File: config.mk
export PLATFORM = sky130hd
export DESIGN_NAME = mac_vector
export DESIGN_NICKNAME = d
export VERILOG_FILES = /design/src/rtl/mac_vector.sv
export SDC_FILE = /design/constraint.sdc
export NUM_CORES = 2
export LEC_CHECK = 0
export BUFFER_PORTS_ARGS = -buffer_cell sky130_fd_sc_hd__buf_2
export CAP_MARGIN = 20
export CORE_MARGIN = 4
export CORE_UTILIZATION = 25
export CTS_CLUSTER_DIAMETER = 60
export DETAILED_ROUTE_END_ITERATION = 16
export PLACE_DENSITY = 0.51
export SLEW_MARGIN = 20
export SYNTH_ARGS = -nofsm -noshare
export SYNTH_HDL_FRONTEND = slang
export SYNTH_SLANG_ARGS = --single-unit
File: constraint.sdc
create_clock -name clock -period 8.1 [get_ports clock]
set_clock_uncertainty 0.05 [all_clocks]
set_input_delay 0 -clock clock [delete_from_list [all_inputs] [get_ports clock]]
set_output_delay 0 -clock clock [all_outputs]
set_load 0.02 [all_outputs]
File: src/rtl/mac_vector.sv
// mac_vector: multi-lane signed dot-product MAC with bias, saturation and optional ReLU (MAC_VECTOR_RELU_EN)
module mac_vector #(
  parameter int DATA_W = 8,
  parameter int LANES  = 4,
  parameter int ACC_W  = 24,
  parameter int OUT_W  = 16,
  parameter int LEN_W  = 8
) (
  input  logic                     clock,
  input  logic                     reset_n,
  input  logic                     start,
  input  logic                     abort,
  input  logic [LEN_W-1:0]         len,
  input  logic                     in_valid,
  output logic                     in_ready,
  input  logic [LANES*DATA_W-1:0]  data_in,
  input  logic [LANES*DATA_W-1:0]  weight_in,
  input  logic [LANES*DATA_W-1:0]  bias,
  output logic                     out_valid,
  input  logic                     out_ready,
  output logic [LANES*OUT_W-1:0]   result,
  output logic                     busy
);
  typedef enum logic [1:0] {IDLE, ACCUM, BIAS, HOLD} state_t;
  state_t state, state_nxt;
  logic [LEN_W-1:0] len_q, cnt, cnt_inc;
  logic [LANES*DATA_W-1:0] bias_q;
  logic signed [ACC_W-1:0] acc [LANES];
  logic signed [ACC_W-1:0] acc_add [LANES];
  logic signed [2*DATA_W-1:0] prod [LANES];
  logic [ACC_W:0] sum [LANES];
  logic [OUT_W-1:0] sat [LANES];
  logic [LANES*OUT_W-1:0] res_nxt;
  logic fire, last;
  assign in_ready = state == ACCUM;
  assign out_valid = state == HOLD;
  assign busy = state != IDLE;
  assign fire = in_valid & in_ready;
  assign cnt_inc = cnt + LEN_W'(1);
  assign last = fire && cnt_inc == len_q;
  // next-state decode; abort overrides everything
  always_comb begin
    state_nxt = state;
    case (state)
      IDLE:  state_nxt = start ? (len == '0 ? BIAS : ACCUM) : IDLE;
      ACCUM: state_nxt = last ? BIAS : ACCUM;
      BIAS:  state_nxt = HOLD;
      HOLD:  state_nxt = out_ready ? IDLE : HOLD;
    endcase
    if (abort) state_nxt = IDLE;
  end
  // per-lane product, accumulate, bias add with one guard bit, saturate and optional ReLU
  always_comb begin
    res_nxt = '0;
    for (int i = 0; i < LANES; i++) begin
      prod[i] = (2*DATA_W)'($signed(data_in[i*DATA_W +: DATA_W])) * (2*DATA_W)'($signed(weight_in[i*DATA_W +: DATA_W]));
      acc_add[i] = acc[i] + ACC_W'(prod[i]);
      sum[i] = (ACC_W+1)'(acc[i]) + (ACC_W+1)'($signed(bias_q[i*DATA_W +: DATA_W]));
      sat[i] = (&sum[i][ACC_W:OUT_W-1] | ~|sum[i][ACC_W:OUT_W-1]) ? sum[i][OUT_W-1:0] : {sum[i][ACC_W], {(OUT_W-1){~sum[i][ACC_W]}}};
`ifdef MAC_VECTOR_RELU_EN
      res_nxt[i*OUT_W +: OUT_W] = sat[i][OUT_W-1] ? '0 : sat[i];
`else
      res_nxt[i*OUT_W +: OUT_W] = sat[i];
`endif
    end
  end
  // state, beat counter, accumulators, latched operands and result register
  always_ff @(posedge clock or negedge reset_n) begin
    if (!reset_n) begin
      state <= IDLE;
      cnt <= '0;
      len_q <= '0;
      bias_q <= '0;
      result <= '0;
      for (int i = 0; i < LANES; i++) acc[i] <= '0;
    end else begin
      state <= state_nxt;
      if (abort || (state == IDLE && start)) begin
        cnt <= '0;
        for (int i = 0; i < LANES; i++) acc[i] <= '0;
      end else if (fire) begin
        cnt <= cnt_inc;
        for (int i = 0; i < LANES; i++) acc[i] <= acc_add[i];
      end
      if (!abort && state == IDLE && start) begin
        len_q <= len;
        bias_q <= bias;
      end
      if (!abort && state == BIAS) result <= res_nxt;
    end
  end
endmodule

==> metrics.csv <==
metric;value;unit
clkLatencyLatePin;0.58;ns
synth-edff-count;0;
hp-class;input pin to async pin;
synth_cell_types;101;
ir_drop;0.229;mV
power;0.0123;W
ff2ff_path_depth;19;
ctsResizeCount;0;
timing.critical_path.required;8.52;ns
vias;22000;
vias_per_cell;4.55;
tns;0;ns
critical_path.max_fanout;17;
areaGrowthSynthToFinish;14.8;%
synth_fp_nets;3888;
core_area;117000;sq um
netlist.area_leader.share;0.285;
r2r_setup_slack;2.53;ns
postCtsSetupBuffers;0;
rr_endpoint;acc[23];
grt_pass1_vias;22900;
cts_tree;built;
clock.fmax;178;MHz
fin_crit;5.62;ns
fin_crit_sh;0.694;
worst_pin_slew;1.00;ns
clockRootBuffer;clkbuf_16;
drt-initial-drc-count;913;
clockBufferDepth;3;
syn-cell-area;29500;sq um
wl;74.6;mm
r2r-start;acc[6];
io_pins;177;
total_leakage_power;16.6;nW
final_common_cell;fa_1;
start_util;0.253;
synth_ff_type;dfrtp_1;
synthArstFlopShare;1.00;
cts-buffers-inserted;30;
io_buffers;176;
setup_viol_count_final;0;
rows;125;
cts.sinks;210;
timing.final.max_slew_violations;0;
antenna_found_initial;7;
yosysTopAreaCell;fa_1;
die_h;352;um
crit_path_end_kind;flip-flop;
drc;0;
dieArea;124000;sq um
grtUsageTotal;0.122;
cts_max_level;1;
fin_nets;4118;
critPathArrivalTime;6.03;ns
place_congestion;0.838;
hpwl;61.1;mm
dr.pass1.iters;5;
syn_inst;3045;
synth-seq-cells;210;
overflow;0;
syn_avg_cell_area;9.69;sq um
wl_per_cell;15.5;um
slew_headroom;0.327;
ys_top_cells_by_area;fa_1, dfrtp_1, ha_1;
path_clk_slew;0.06;ns
ys_seq_area_frac;0.178;
status;complete, no violations;
dieWidth;352;um
powerDensity;362;nW/um^2
register_area;5260;sq um
drive_above_1_share;0.100;
hold_viol_final;0;
multi_input_area;22500;sq um
cp-start-kind;input pin;
antenna_left;0;
grt_pass1_wl;124;mm
layout_common_cells;fa_1, inv_1, ha_1;
numPlacedInstances;4705;
drv_cap;0;
grt_max_degree;94;
ys_warn_count;0;
rsz0062_at_grt;false;
final_cells;4825;
fill_cells;12400;
critical_path_class;input pin to flip-flop;
hold_buffers;62;
[cell type report]
cell class,count,share of cell area
Clock buffer,41,0.0249
Inverter,411,0.0455
Timing Repair Buffer,257,0.0488
Clock inverter,14,0.00558
Multi-Input combinational cell,2365,0.664
Sequential cell,210,0.155
Tap cell,1524,0.0563
Antenna cell,3,0.000222
[Yosys cell counts, drive strengths merged, types with 25 or more instances]
library cell,number
and2,139
dfrtp,210
mux2,36
o21ai,159
inv,407
xor2,73
fa,420
a21o,60
ha,313
nand2,290
o21bai,28
nor2,131
nand3,65
a22o,28
xnor2,99
a221o,25
nor3,38
a21oi,133
nand2b,36
clkbuf,46
[worst max-delay path, cell delays in order]
cell and delay (ns):
dlygate4sd3_1 0.51, buf_2 0.18, and2_1 0.14, buf_4 0.33
inv_1 0.10, fa_1 0.49, inv_1 0.05, fa_1 0.48
fa_1 0.57, fa_1 0.43, fa_1 0.44, ha_1 0.34
a2111o_1 0.38, a31oi_1 0.32, o21a_1 0.19, o2111ai_1 0.20
a31oi_1 0.29, nand2b_1 0.19, mux2i_1 0.08, a221o_1 0.31
[worst max-delay path by stage]
stage,end,cells past startpoint,slack [ns],start
after CTS,acc[23],20,2.52,weight_in[24]
after global placement,acc[71],17,2.41,weight_in[9]
after global routing,acc[23],20,2.23,weight_in[24]
after detailed placement,acc[71],17,2.36,weight_in[9]
after floorplan,acc[47],17,2.63,weight_in[16]
final,acc[23],20,2.48,weight_in[24]
[cell families (layout without fill, tap and decap cells)]
kind of cell,count (synthesis),count (layout),share of synthesized area
and+or+nand+nor,814,814,0.136
other,0,3,0
buffers and inverters,470,723,0.0615
AOI/OAI and AO/OA,601,601,0.139
muxes,45,45,0.0168
DFF,210,210,0.178
xor gates and xnor gates,172,172,0.0513
adders and majority gates,733,733,0.417
[where the power goes]
group	switching (W)	total, W	internal (W)
registers	0.000222	0.00144	0.00122
clock network	0.000546	0.00138	0.000834
logic	0.00521	0.00945	0.00424
total	0.00598	0.0123	0.00629
[metal layers]
metal / global-route usage / up-vias / routed length, um
li1: - / 10700 / -
met3: 0.0159 / 52 / 2920
met5: 0 / - / 13
met4: 0.0131 / 2 / 789
met2: 0.202 / 328 / 33900
met1: 0.176 / 10900 / 37000
[state kept, by name, indices dropped and copies added, names as in the netlist]
signal	count
acc	96
bias_q	32
cnt	8
len_q	8
result	64
state	2
[metrics by stage]
| step | setup slack [ns] | hold WS [ns] | area [sq um] | utilization |
|---|---|---|---|---|
| 5_1_grt | 2.23 | 0.0604 | 33900 | 0.290 |
| 4_1_cts | 2.52 | 0.00233 | 33900 | 0.290 |
| 6_report | 2.48 | 0.0177 | 33900 | 0.290 |
| 3_3_place_gp | 2.41 | 0.0474 | 32200 | 0.276 |
| 3_5_place_dp | 2.36 | 0.0510 | 32200 | 0.276 |
| 2_1_floorplan | 2.63 | -0.346 | 29500 | - |
No activity file was read; power rests on OpenSTA's default activity.
